File: src/rtl/spi_pkg.sv
// Shared types and helpers for the SPI master: FSM states, mode encodings
// and the width of the transfer-length field.
package spi_pkg;

  typedef enum logic [1:0] {
    ST_IDLE  = 2'd0,
    ST_SETUP = 2'd1,
    ST_XFER  = 2'd2,
    ST_HOLD  = 2'd3
  } spi_state_e;

  // SPI modes as {cpol, cpha}
  localparam logic [1:0] SPI_MODE0 = 2'b00;
  localparam logic [1:0] SPI_MODE1 = 2'b01;
  localparam logic [1:0] SPI_MODE2 = 2'b10;
  localparam logic [1:0] SPI_MODE3 = 2'b11;

  // Width of the len field: must hold NBITS itself, hence the +1.
  function automatic int spi_lenw(input int nbits);
    return $clog2(nbits) + 1;
  endfunction

endpackage

File: src/rtl/spi_halfper_tick.sv
// Half-period timebase: a loadable down-counter that emits a one-cycle tick
// every div+1 clock cycles. While clr is high it keeps reloading div, so the
// first tick after clr drops arrives exactly div+1 cycles later.
module spi_halfper_tick #(
  parameter int DIVW = 8
) (
  input  logic            clk,
  input  logic            rst,
  input  logic            clr,
  input  logic [DIVW-1:0] div,
  output logic            tick
);

  logic [DIVW-1:0] cnt_q, cnt_d;

  assign tick = !clr && (cnt_q == '0);

  // Reload on clear or on every tick, otherwise count down towards zero
  always_comb begin
    cnt_d = cnt_q;
    if (clr || tick) begin
      cnt_d = div;
    end else begin
      cnt_d = cnt_q - DIVW'(1);
    end
  end

  // Counter register
  always_ff @(posedge clk) begin
    if (rst) begin
      cnt_q <= '0;
    end else begin
      cnt_q <= cnt_d;
    end
  end

endmodule

File: src/rtl/spi_master_nb.sv
// SPI bus master with variable word length, run-time clock divider, all four
// CPOL/CPHA modes and one-hot active-low chip selects.
//
// Handshake: a transfer is accepted on any rising clk edge where start=1 and
// ready=1; ready stays low until the transfer completes. done pulses for one
// cycle together with the new dout value, and ready is already high in that
// same cycle, so a start held high is accepted on the done cycle.
//
// Timeline (H = div+1, L = clamped len, T = accept edge): SETUP for H cycles
// with sclk idle, then one sclk edge every H cycles (2L edges), then the
// remaining half-period plus HOLD keep sclk idle before csn is released.
module spi_master_nb
  import spi_pkg::*;
#(
  parameter  int NBITS = 32,
  parameter  int NCS   = 4,
  parameter  int DIVW  = 8,
  localparam int LENW  = spi_lenw(NBITS),
  localparam int CSW   = (NCS > 1) ? $clog2(NCS) : 1
) (
  input  logic             clk,
  input  logic             rst,
  input  logic             cpol,
  input  logic             cpha,
  input  logic [DIVW-1:0]  div,
  input  logic [LENW-1:0]  len,
  input  logic [CSW-1:0]   cs_sel,
  input  logic [NBITS-1:0] din,
  input  logic             start,
  output logic             ready,
  output logic             done,
  output logic [NBITS-1:0] dout,
  output logic             sclk,
  output logic             mosi,
  input  logic             miso,
  output logic [NCS-1:0]   csn,
  output logic [1:0]       dbg_state
);

  spi_state_e       state_q, state_d;
  logic             cpol_q, cpol_d;
  logic             cpha_q, cpha_d;
  logic [DIVW-1:0]  div_q, div_d;
  logic [LENW-1:0]  len_q, len_d;
  logic [NBITS-1:0] tx_q, tx_d;
  logic [NBITS-1:0] rx_q, rx_d;
  logic [NBITS-1:0] dout_q, dout_d;
  logic [LENW:0]    edge_q, edge_d;
  logic             sclk_q, sclk_d;
  logic             mosi_q, mosi_d;
  logic             done_q, done_d;
  logic [NCS-1:0]   csn_q, csn_d;

  logic             tick;
  logic [DIVW-1:0]  div_load;
  logic [LENW-1:0]  len_c;
  logic [NCS-1:0]   cs_dec;
  logic [LENW:0]    last_edge;
  logic [LENW:0]    edge_n;
  logic             edge_ev;
  logic             sample_ev;
  logic             drive_ev;

  // While idle the timebase loads the live div input so the first tick
  // after acceptance already uses the newly latched divider.
  assign div_load = (state_q == ST_IDLE) ? div : div_q;

  spi_halfper_tick #(
    .DIVW (DIVW)
  ) u_tick (
    .clk  (clk),
    .rst  (rst),
    .clr  (state_q == ST_IDLE),
    .div  (div_load),
    .tick (tick)
  );

  // Length clamp and chip-select decode of the live inputs
  always_comb begin
    len_c = len;
    if ((len == '0) || (len > LENW'(NBITS))) begin
      len_c = LENW'(NBITS);
    end
    cs_dec = '1;
    for (int i = 0; i < NCS; i++) begin
      if (cs_sel == CSW'(i)) begin
        cs_dec[i] = 1'b0;
      end
    end
  end

  // Odd edges are leading, even edges trailing. In mode cpha=0 the sample is
  // on leading edges; cpha=1 samples on trailing ones. The driving edge is the
  // other one, except that cpha=0 does not shift after the final bit.
  assign last_edge = {len_q, 1'b0};
  assign edge_n    = edge_q + (LENW+1)'(1);
  assign edge_ev   = tick && ((state_q == ST_SETUP) ||
                              ((state_q == ST_XFER) && (edge_q != last_edge)));
  assign sample_ev = edge_ev && (edge_n[0] != cpha_q);
  assign drive_ev  = edge_ev && (edge_n[0] == cpha_q) && (edge_n != last_edge);

  // Next-state and datapath logic
  always_comb begin
    state_d = state_q;
    cpol_d  = cpol_q;
    cpha_d  = cpha_q;
    div_d   = div_q;
    len_d   = len_q;
    tx_d    = tx_q;
    rx_d    = rx_q;
    dout_d  = dout_q;
    edge_d  = edge_q;
    sclk_d  = sclk_q;
    mosi_d  = mosi_q;
    csn_d   = csn_q;
    done_d  = 1'b0;

    unique case (state_q)
      ST_IDLE: begin
        sclk_d = cpol;
        mosi_d = 1'b0;
        csn_d  = '1;
        if (start) begin
          state_d = ST_SETUP;
          cpol_d  = cpol;
          cpha_d  = cpha;
          div_d   = div;
          len_d   = len_c;
          csn_d   = cs_dec;
          edge_d  = '0;
          rx_d    = '0;
          // Left-align the word so the first bit to send sits at the MSB
          tx_d    = din << (LENW'(NBITS) - len_c);
          if (!cpha) begin
            mosi_d = tx_d[NBITS-1];
            tx_d   = {tx_d[NBITS-2:0], 1'b0};
          end
        end
      end
      ST_SETUP: begin
        if (tick) begin
          state_d = ST_XFER;
        end
      end
      ST_XFER: begin
        if (tick && (edge_q == last_edge)) begin
          state_d = ST_HOLD;
        end
      end
      ST_HOLD: begin
        if (tick) begin
          state_d = ST_IDLE;
          csn_d   = '1;
          done_d  = 1'b1;
          dout_d  = rx_q;
        end
      end
      default: state_d = ST_IDLE;
    endcase

    if (edge_ev) begin
      sclk_d = ~sclk_q;
      edge_d = edge_n;
    end
    if (sample_ev) begin
      rx_d = {rx_q[NBITS-2:0], miso};
    end
    if (drive_ev) begin
      mosi_d = tx_q[NBITS-1];
      tx_d   = {tx_q[NBITS-2:0], 1'b0};
    end
  end

  // State and datapath registers
  always_ff @(posedge clk) begin
    if (rst) begin
      state_q <= ST_IDLE;
      cpol_q  <= 1'b0;
      cpha_q  <= 1'b0;
      div_q   <= '0;
      len_q   <= '0;
      tx_q    <= '0;
      rx_q    <= '0;
      dout_q  <= '0;
      edge_q  <= '0;
      sclk_q  <= 1'b0;
      mosi_q  <= 1'b0;
      done_q  <= 1'b0;
      csn_q   <= '1;
    end else begin
      state_q <= state_d;
      cpol_q  <= cpol_d;
      cpha_q  <= cpha_d;
      div_q   <= div_d;
      len_q   <= len_d;
      tx_q    <= tx_d;
      rx_q    <= rx_d;
      dout_q  <= dout_d;
      edge_q  <= edge_d;
      sclk_q  <= sclk_d;
      mosi_q  <= mosi_d;
      done_q  <= done_d;
      csn_q   <= csn_d;
    end
  end

  assign ready     = (state_q == ST_IDLE);
  assign done      = done_q;
  assign dout      = dout_q;
  assign sclk      = sclk_q;
  assign mosi      = mosi_q;
  assign csn       = csn_q;
  assign dbg_state = state_q;

endmodule

File: config.mk
export PLATFORM = sky130hd
export DESIGN_NAME = spi_master_nb
export DESIGN_NICKNAME = d
export VERILOG_FILES = /design/src/rtl/spi_pkg.sv /design/src/rtl/spi_halfper_tick.sv /design/src/rtl/spi_master_nb.sv
export SDC_FILE = /design/constraint.sdc
export NUM_CORES = 1
export LEC_CHECK = 0
export ABC_CLOCK_PERIOD_IN_PS = 5100
export CELL_PAD_IN_SITES_DETAIL_PLACEMENT = 1
export CELL_PAD_IN_SITES_GLOBAL_PLACEMENT = 1
export CORE_MARGIN = 5
export CORE_UTILIZATION = 42
export CTS_CLUSTER_DIAMETER = 120
export DETAILED_ROUTE_END_ITERATION = 16
export PLACE_DENSITY = 0.78
export SYNTH_ARGS = -nofsm -noshare
export SYNTH_HDL_FRONTEND = slang
export SYNTH_SLANG_ARGS = --single-unit
File: constraint.sdc
create_clock -name clk -period 5.1 [get_ports clk]
set_clock_uncertainty 0.05 [all_clocks]
set_input_delay 1.53 -clock clk [delete_from_list [all_inputs] [get_ports clk]]
set_output_delay 1.53 -clock clk [all_outputs]
set_load 0.02 [all_outputs]
## Yosys cells after proc, flatten, opt, wreduce, memory -nomap -nowiden

Index checks and enable logic that the tools add are counted.

- Register bits: 135
- Output and inout bits: 42
- Logic and storage cells: 99

- Shifts and indexed selects: 1
- Bitwise operators: 2
- Reduce and logical (&&, ||, !) cells: 31
- Equal/unequal tests: 15
- Muxes and demuxes: 32
- Add/sub/neg operators: 3
- $lt $le $gt $ge: 1

Operators with widths:

| kind | count |
|---|---|
| 32-bit two-way mux | 7 |
| 32-bit by 6-bit << shifter with 32-bit output | 1 |
| 7-bit two-way mux | 3 |
| 8-bit two-way mux | 2 |
| 7-bit != test | 2 |
| 2-bit nonzero test | 7 |
| 2-bit AND reduction | 6 |
| 1-bit two-way mux | 11 |
| 2-bit equality test, second input constant | 4 |
| 8-bit zero test | 1 |
| 2-bit two-way mux | 4 |
| 4-bit two-way mux | 2 |
| 2-bit one-hot mux with 4 select lines | 1 |
| 4-bit one-hot mux with 2 select lines | 1 |
| 8-bit by 1-bit subtractor with 8-bit output, second input constant | 1 |
| 7-bit by 1-bit adder with 7-bit output, second input constant | 1 |
| 7-bit equality test | 1 |
| 1-bit logical AND | 7 |
| 6-bit greater-than comparator, second input constant | 1 |
| 6-bit zero test | 1 |
| 6-bit two-way mux | 1 |
| 2-bit != test, second input constant | 3 |
| 6-bit subtractor, first input constant | 1 |
| 2-bit by 1-bit equality test with 1-bit output, second input constant | 2 |
| 9 further kinds | 14 |

## Longest topological paths before layout

Gate-level depths: netlist of run 1.

- Depth in word-level cells: 9
- Gate-level depth with buffers: 15

## Hierarchy

From an unflattened synthesis of run 1, not the netlist that was laid out.

- Cell total of the unflattened synthesis: 939
- Area, all modules: 7811.2 um^2

By module, submodules not included:

| module | area each (um^2) | cells an instance | sequential area each (um^2) | instances |
|---|---|---|---|---|
| spi_master_nb | 7334.5 | 890 | 2542.4 | 1 |
| spi_halfper_tick | 476.7 | 49 | 160.2 | 1 |

## Worst setup path after synthesis of run 1

OpenSTA, ideal clock, no wires.

- Path kind: input-to-reg
- Start point: input len[5]
- End point: register tx_q[23]
- Required time: 4928 ps
- Slack: 662 ps
- Library setup time: 122 ps
- Arrival time: 4266 ps
- Stages: 14
- Path through: buf_4 > nor2b_1 > buf_6 > buf_6 > inv_1 > ha_1 > buf_2 > buf_1 > mux4_2 > mux2i_1 > nand2_1 > a31oi_1 > a221oi_1 > a311o_1

- Longest elaborated chain between the ends: 9
- Elaborated cells on any way between the ends: 10

Ends and longest elaborated chain:

| element | RTL line | source |
|---|---|---|
| start: declaration | spi_master_nb.sv:26 | `input logic [LENW-1:0] len,` |
| 6-bit greater-than comparator or 6-bit zero test (tied branches) | spi_master_nb.sv:81 | `if ((len == '0) \|\| (len > LENW'(NBITS))) begin` |
| 1-bit logical OR | spi_master_nb.sv:81 |  |
| 6-bit two-way mux (*) | spi_master_nb.sv:81 |  |
| 6-bit subtractor (*) | spi_master_nb.sv:133 | `tx_d = din << (LENW'(NBITS) - len_c);` |
| 32-bit by 6-bit << shifter with 32-bit output (*) | spi_master_nb.sv:133 |  |
| 32-bit two-way mux (*) | spi_master_nb.sv:134 | `if (!cpha) begin` |
| 32-bit two-way mux (*) | spi_master_nb.sv:123 | `if (start) begin` |
| 32-bit two-way mux (*) | spi_master_nb.sv:118 | `unique case (state_q)` |
| 32-bit two-way mux (*) | spi_master_nb.sv:168 | `if (drive_ev) begin` |
| end signal: assignment | spi_master_nb.sv:196 | `tx_q <= tx_d;` |
| end: declaration | spi_master_nb.sv:45 | `logic [NBITS-1:0] tx_q, tx_d;` |

Mark *: on every way between the ends. The rest lies on a longest branch, timed or not. The select of a mux whose other input is x is not followed.
A chain may end at the register's enable or synchronous reset.

## Final worst setup path of run 1

- Start point: input len[5]
- End point: register tx_q[25]

The elaborated chain is that of the path after synthesis.

==> reports/metrics.yaml, run 1 <==
detailed_routing:
  via_count: 7185
  drtIter0Drc: 456
  viasPerCell: 5.81
  totalWireLength_mm: 22.3
  firstDrtPassIters: 5
  wl_per_cell_um: 18.0
  ant_nets: 0
  drc: 0
worst_setup_path:
  critPathArrivalTime_ns: 4.69
  cp_cell_sequence: "clkdlybuf4s50_1 > buf_4 > nand2b_1 > ha_1 > or3b_1 > a221oi_2 > buf_4 > nand2_1 > a31oi_1 > a22oi_1 > mux2_2 > o22ai_2"
  reg2reg_to: "rx_q[28]$_SDFFE_PP0P_"
  path_common_cell: "buf_4"
  r2r-start: "u_tick.cnt_q[0]$_SDFF_PP0_"
  critPathTopFamily: "buffers and inverters"
  crit_type: "in -> reg"
  max_stage_delay_ns: 0.53
  ff2ff_path_depth: 9
  cp_max_fo: 20
  cp-start-kind: "primary input"
  cp.required_ns: 5.39
  end_kind: "register"
  critPathSlowestCell: "clkdlybuf4s50_1"
  worst-path-buf-inv: 3
  rrSetupSlack_ns: 1.96
sta:
  rsz0062_at_grt: "no"
  setup_viol: 0
  finalMaxSlewViolations: 0
  fin_crit_sh_pct: 86.2
  hold_viol: 0
  finalSetupTns_ns: 0
  period_minus_slack_ns: 4.40
  max_slew_margin_pct: 24.7
  tightest_slew_ns: 1.13
  fmax_mhz: 227
global_route:
  grt_usage_pct: 21.8
  antenna_found_initial: 0
  grt_overflow: 0
  grt_pass1_wl_mm: 36.9
  grt_max_degree: 84
  grt_pass1_vias: 7265
yosys:
  ys_seq_elements: 135
  synth_edf_count: 0
  syn_area_um2: 7610
  syn_avg_cell_area_um2: 8.20
  yosysUniqueCellTypes: 70
  synth_nets: 989
  ys_seq_area_share_pct: 35.5
  ys.flop_type: "dfxtp_1"
  synthArstFlopShare_pct: 0
  synthesis.instances: 928
  yosysWarnings: 0
clock_tree:
  htreeDepth: 4
  cts_buffers: 17
  clk_pin_slew_ns: 0.06
  post_cts_buffers: 0
  clkSinkCount: 135
  tritoncts: "built"
  clockRootBuffer: "clkbuf_16"
  clock_path_buffers: 2
  post_cts_resized: 0
  clock_latency_ns: 0.42
  cts_hold_buf: 0
layout:
  multi_input_area_um2: 4550
  final_common_cell: "nand2_1"
  final_cell_mix: "nand2_1 (192), dfxtp_1 (135), a21oi_1 (122)"
  layout.nets: 1055
  num_antenna_cells: 0
  seqCellArea_um2: 2700
  drive_gt1_share_pct: 11.5
  fillers: 2127
  syn2layout_area_growth_pct: 22.5
pwr:
  power_density_nw_per_um2: 390
  p_leak_nw: 3.23
  vdd_ir_drop_max_v: 0.000399
  p_total_mw: 3.64
job:
  cap_viol_max_count: 0
die:
  die_x_um: 145
  start_util_pct: 42.5
  rows: 49
  boundaryPins: 96
  core-area_um2: 17900
  die_h_um: 145
  die_area_um2: 20900
worst_hold_path:
  hp-start: "dout[8]$_SDFFE_PP0P_"
  holdPathEnd: "dout[8]$_SDFFE_PP0P_"
  min_path_type: "reg -> reg"
  min_path_cells: 2
placement:
  dp_hpwl_mm: 15.3
  gp_congestion: 0.868
  io_buffers: 95
run_status:
  status: "complete, no violations"
worst max path at each step:
stage / cells after the start / startpoint / slack [ns] / end
final: 12 / len[5] / 0.70 / tx_q[25]$_SDFFE_PP0P_
after global routing: 12 / len[5] / 0.50 / tx_q[25]$_SDFFE_PP0P_
after CTS: 12 / len[5] / 0.71 / tx_q[25]$_SDFFE_PP0P_
after detailed placement: 12 / len[5] / 0.28 / tx_q[25]$_SDFFE_PP0P_
after global placement: 12 / len[5] / 0.35 / tx_q[25]$_SDFFE_PP0P_
after floorplan: 14 / len[5] / 0.66 / tx_q[23]$_SDFFE_PP0P_
Yosys cell counts (all sizes together), types with 3 or more instances:
| cell | instances | area [µm²] |
|---|---|---|
| inv | 11 | 41.3 |
| nand2 | 193 | 724 |
| o22ai | 8 | 56.3 |
| mux4 | 31 | 698 |
| clkbuf | 46 | 173 |
| dfxtp | 135 | 2700 |
| or3 | 6 | 37.5 |
| a211oi | 11 | 87.6 |
| nor4 | 5 | 31.3 |
| nor3b | 6 | 55.1 |
| o21bai | 4 | 30.0 |
| ha | 7 | 87.6 |
| nor3 | 14 | 75.1 |
| a31oi | 16 | 100 |
| a221oi | 8 | 76.3 |
| nor2b | 5 | 33.8 |
| nor2 | 63 | 239 |
| mux2 | 6 | 67.6 |
| nand2b | 5 | 31.3 |
| o31ai | 3 | 22.5 |
| nand4 | 3 | 18.8 |
| and3 | 6 | 37.5 |
| o211ai | 5 | 37.5 |
| mux2i | 26 | 264 |
| and2 | 6 | 37.5 |
| a311oi | 6 | 87.6 |
| xnor2 | 7 | 68.8 |
| xor2 | 10 | 87.6 |
| a22oi | 8 | 60.1 |
| a311o | 3 | 30.0 |
| nand3b | 11 | 82.6 |
| nand3 | 48 | 240 |
| a211o | 3 | 26.3 |
| o21ai | 21 | 105 |
| nor4b | 3 | 26.3 |
| buf | 28 | 176 |
| a21oi | 123 | 619 |
where the power goes:
| part | internal, mW | switching, mW | total [mW] |
|---|---|---|---|
| sequential | 1.16 | 0.0774 | 1.24 |
| clock | 0.737 | 0.492 | 1.23 |
| combinational | 0.452 | 0.724 | 1.18 |
| total | 2.35 | 1.29 | 3.64 |
flip-flops by register name, summed over array words and instances (netlist names):
register	flops
len_q	6
div_q	8
mosi	1
dbg_state	2
u_tick.cnt_q	8
done	1
cpha_q	1
csn	4
edge_q	7
dout	32
rx_q	32
tx_q	32
sclk	1
worst register-to-register path, stage by stage, from the launching register on:
cell,delay [ns]
dfxtp_1,0.34
inv_1,0.07
ha_1,0.17
nor3b_2,0.28
nand3_1,0.16
a2111o_1,0.61
inv_1,0.16
nand2_1,0.65
nand3_1,0.38
a21oi_1,0.10
through the flow:
stage | std cells | setup slack (ns) | instance area [µm²] | hold WS [ns] | utilization (%)
floorplan | 928 | 0.662 | 7610 | 0.382 | -
global placement | 1204 | 0.349 | 8740 | 0.391 | 48.8
detailed placement | 1204 | 0.279 | 8740 | 0.394 | 48.8
CTS | 1236 | 0.709 | 9330 | 0.401 | 52.1
global route | 1236 | 0.502 | 9330 | 0.429 | 52.1
finish | 1236 | 0.702 | 9330 | 0.402 | 52.1
per-layer routing:
| layer | global-route usage [%] | vias up | wire length (µm) |
|---|---|---|---|
| met1 | 27.9 | 3543 | 9800 |
| li1 | - | 3474 | - |
| met3 | 4.20 | 29 | 888 |
| met2 | 38.1 | 139 | 11300 |
| met5 | 0 | - | 0 |
| met4 | 5.20 | 0 | 298 |
kinds of logic after synthesis:
kind of cell / after synthesis / share of synthesized area, %
simple gates: 381 / 22.7
compound gates: 239 / 19.9
flops: 135 / 35.5
buf+inv: 86 / 5.18
mux: 63 / 13.5
xor+xnor: 17 / 2.05
fa+ha+maj: 7 / 1.15
layout make-up:
type                    instances  area share [%]
inverters                      12           0.483
clock inverters                13            1.58
well taps                     229            3.07
clock buffers                  19            4.75
flip-flops and latches        135            29.0
multi-input cells             707            48.7
repair buffers                121            12.4
No activity file was read; power rests on OpenSTA's default activity.
==> inputs of run 2 (changes only) <==
--- a/config.mk
+++ b/config.mk
@@ -13,6 +13,7 @@
 export CTS_CLUSTER_DIAMETER = 120
 export DETAILED_ROUTE_END_ITERATION = 16
 export PLACE_DENSITY = 0.78
+export REMOVE_ABC_BUFFERS = 1
 export SYNTH_ARGS = -nofsm -noshare
 export SYNTH_HDL_FRONTEND = slang
 export SYNTH_SLANG_ARGS = --single-unit
==> run 2 against run 1 <==
Against the previous run:
- combinational power about the same
- wire length up 0.80%
- critical endpoint is now tx_q[17]$_SDFFE_PP0P_
- hold slack worse by 0.0012 ns
- sequential power about the same
- critical path depth down 1
- power up 0.70%
==> reports/metrics.yaml, run 2 (synthesized netlist as in run 1, its figures left out) <==
worst_setup_path:
  path_common_cell: "a211oi_1"
  rrSetupSlack_ns: 1.85  # -0.11 ns
  cp_cell_sequence: "clkdlybuf4s50_1 > nand2b_1 > ha_1 > or3b_1 > a221oi_2 > buf_4 > nand2_1 > a31oi_1 > a211oi_1 > a211oi_1 > a311o_1"
  end_kind: "register"
  max_stage_delay_ns: 0.55  # +0.02 ns
  cp.required_ns: 5.41  # +0.02 ns
  critPathTopFamily: "compound AO/OA/AOI/OAI gates"
  critPathSlowestCell: "clkdlybuf4s50_1"
  critPathArrivalTime_ns: 4.55  # -0.14 ns
  cp-start-kind: "primary input"
  cp_max_fo: 20  # unchanged
  worst-path-buf-inv: 2  # -1
  crit_type: "in -> reg"
clock_tree:
  htreeDepth: 4  # unchanged
  clock_path_buffers: 2  # unchanged
  post_cts_resized: 0  # unchanged
  cts_buffers: 17  # unchanged
  tritoncts: "built"
  cts_hold_buf: 0  # unchanged
  clockRootBuffer: "clkbuf_16"
  clk_pin_slew_ns: 0.06  # about the same
  clkSinkCount: 135  # unchanged
  post_cts_buffers: 0  # unchanged
  clock_latency_ns: 0.43  # about the same
sta:
  rsz0062_at_grt: "no"
  finalSetupTns_ns: 0  # unchanged
  max_slew_margin_pct: 15.8  # -8.9 points
  setup_slack_ns: 0.856  # +0.154 ns
  hold_viol: 0  # unchanged
  period_minus_slack_ns: 4.24  # -0.154 ns
  finalMaxSlewViolations: 0  # unchanged
  tightest_slew_ns: 1.26  # +0.137 ns
  setup_viol: 0  # unchanged
  fin_crit_sh_pct: 83.2  # -3.0 points
  fmax_mhz: 236  # +3.6%
die:
  die_h_um: 145  # unchanged
  rows: 49  # unchanged
  start_util_pct: 42.5  # unchanged
  die_x_um: 145  # unchanged
  die_area_um2: 20900  # unchanged
  core-area_um2: 17900  # unchanged
  boundaryPins: 96  # unchanged
pwr:
  switching_power_mw: 1.31  # +1.5%
  combPwrFrac_pct: 32.4  # about the same
  swShare_pct: 35.8  # +0.30 points
  p_int_mw: 2.35  # +0.24%
  vdd_ir_drop_max_v: 0.000297  # -26%
  p_seq_share_pct: 33.7  # -0.3 points
  p_leak_nw: 3.25  # +0.57%
  clockPowerShare_pct: 33.9  # about the same
  power_density_nw_per_um2: 392  # +0.49%
global_route:
  grt_pass1_wl_mm: 36.9  # about the same
  antenna_found_initial: 0  # unchanged
  grt_usage_pct: 21.7  # -0.15 points
  grt_max_degree: 100  # +19%
  grt_pass1_vias: 7218  # -0.65%
  grt_overflow: 0  # unchanged
placement:
  dp_hpwl_mm: 15.6  # +1.9%
  gp_congestion: 0.877  # +1.1%
  io_buffers: 95  # unchanged
  pre_cts_ws_ns: 0.479  # +0.200 ns
job:
  cap_viol_max_count: 0  # unchanged
detailed_routing:
  totalWireLength_mm: 22.5  # +0.80%
  ant_nets: 0  # unchanged
  wl_per_cell_um: 18.2  # +0.72%
  firstDrtPassIters: 5  # unchanged
  viasPerCell: 5.81  # -0.11%
  drtIter0Drc: 387  # -15%
  drc: 0  # unchanged
  via_count: 7183  # -0.028%
layout:
  final_cell_mix: "nand2_1 (192), dfxtp_1 (135), a21oi_1 (122)"
  fillers: 2144  # +0.80%
  drive_gt1_share_pct: 11.6  # +0.088 points
  layout.nets: 1056  # +0.095%
  num_antenna_cells: 0  # unchanged
  syn2layout_area_growth_pct: 22.8
  final_common_cell: "nand2_1"
worst_hold_path:
  min_path_type: "reg -> reg"
run_status:
  status: "complete, no violations"
[run 2: changes by cell type in the layout (fill, tap and decap cells not counted)]
cell and delta:
inv_8 +1, clkinv_4 -2, buf_12 +1, inv_6 +4, clkbuf_8 -1, clkinvlp_4 -2
[run 2: final cells by class]
type                    instances  area [µm²]  area share, %
clock buffers                  18         429           4.59
clock inverters                14         161           1.73
inverters                      12        45.0          0.482
multi-input cells             707        4550           48.6
flip-flops and latches        135        2700           28.9
well taps                     229         287           3.07
repair buffers                122        1180           12.6
[run 2: power by group through the flow]
stage | clock (mW) | combinational (mW) | sequential (mW)
2_1_floorplan | 0 | 0.749 | 1.25
4_1_cts | 1.26 | 1.19 | 1.24
3_3_place_gp | 0 | 1.15 | 1.25
5_1_grt | 1.31 | 1.30 | 1.25
6_report | 1.24 | 1.19 | 1.24
3_5_place_dp | 0 | 1.18 | 1.26
[run 2: stage by stage]
stage	util (%)	std cells	power, mW	hold WS, ns	instance area [µm²]
final	52.2	1237	3.67	0.400	9350
after global routing	52.2	1237	3.87	0.430	9350
after CTS	52.2	1237	3.68	0.405	9350
after detailed placement	48.9	1205	2.43	0.398	8760
after global placement	48.9	1205	2.40	0.391	8760
after floorplan	-	854	2.00	0.376	7260
[run 2: final timing paths]
check,startpoint,end,cells past startpoint
min,dout[29]$_SDFFE_PP0P_,dout[29]$_SDFFE_PP0P_,2
max reg2reg,u_tick.cnt_q[0]$_SDFF_PP0_,csn[1]$_SDFFE_PP1P_,9
max,len[5],tx_q[17]$_SDFFE_PP0P_,11
min reg2reg,dout[29]$_SDFFE_PP0P_,dout[29]$_SDFFE_PP0P_,2
[run 2: tightest hold or removal path: cells and delay by family (launching register included)]
family          cells  cell delay [ns]
compound gates      1             0.05
flops               1             0.31
simple gates        1             0.05
[run 2: per-layer routing]
| layer | vias up | wire (µm) | GRT usage, % |
|---|---|---|---|
| li1 | 3475 | - | - |
| met1 | 3537 | 10900 | 30.8 |
| met2 | 156 | 10500 | 35.0 |
| met3 | 15 | 899 | 3.08 |
| met4 | 0 | 188 | 5.06 |
| met5 | - | 0 | 0 |
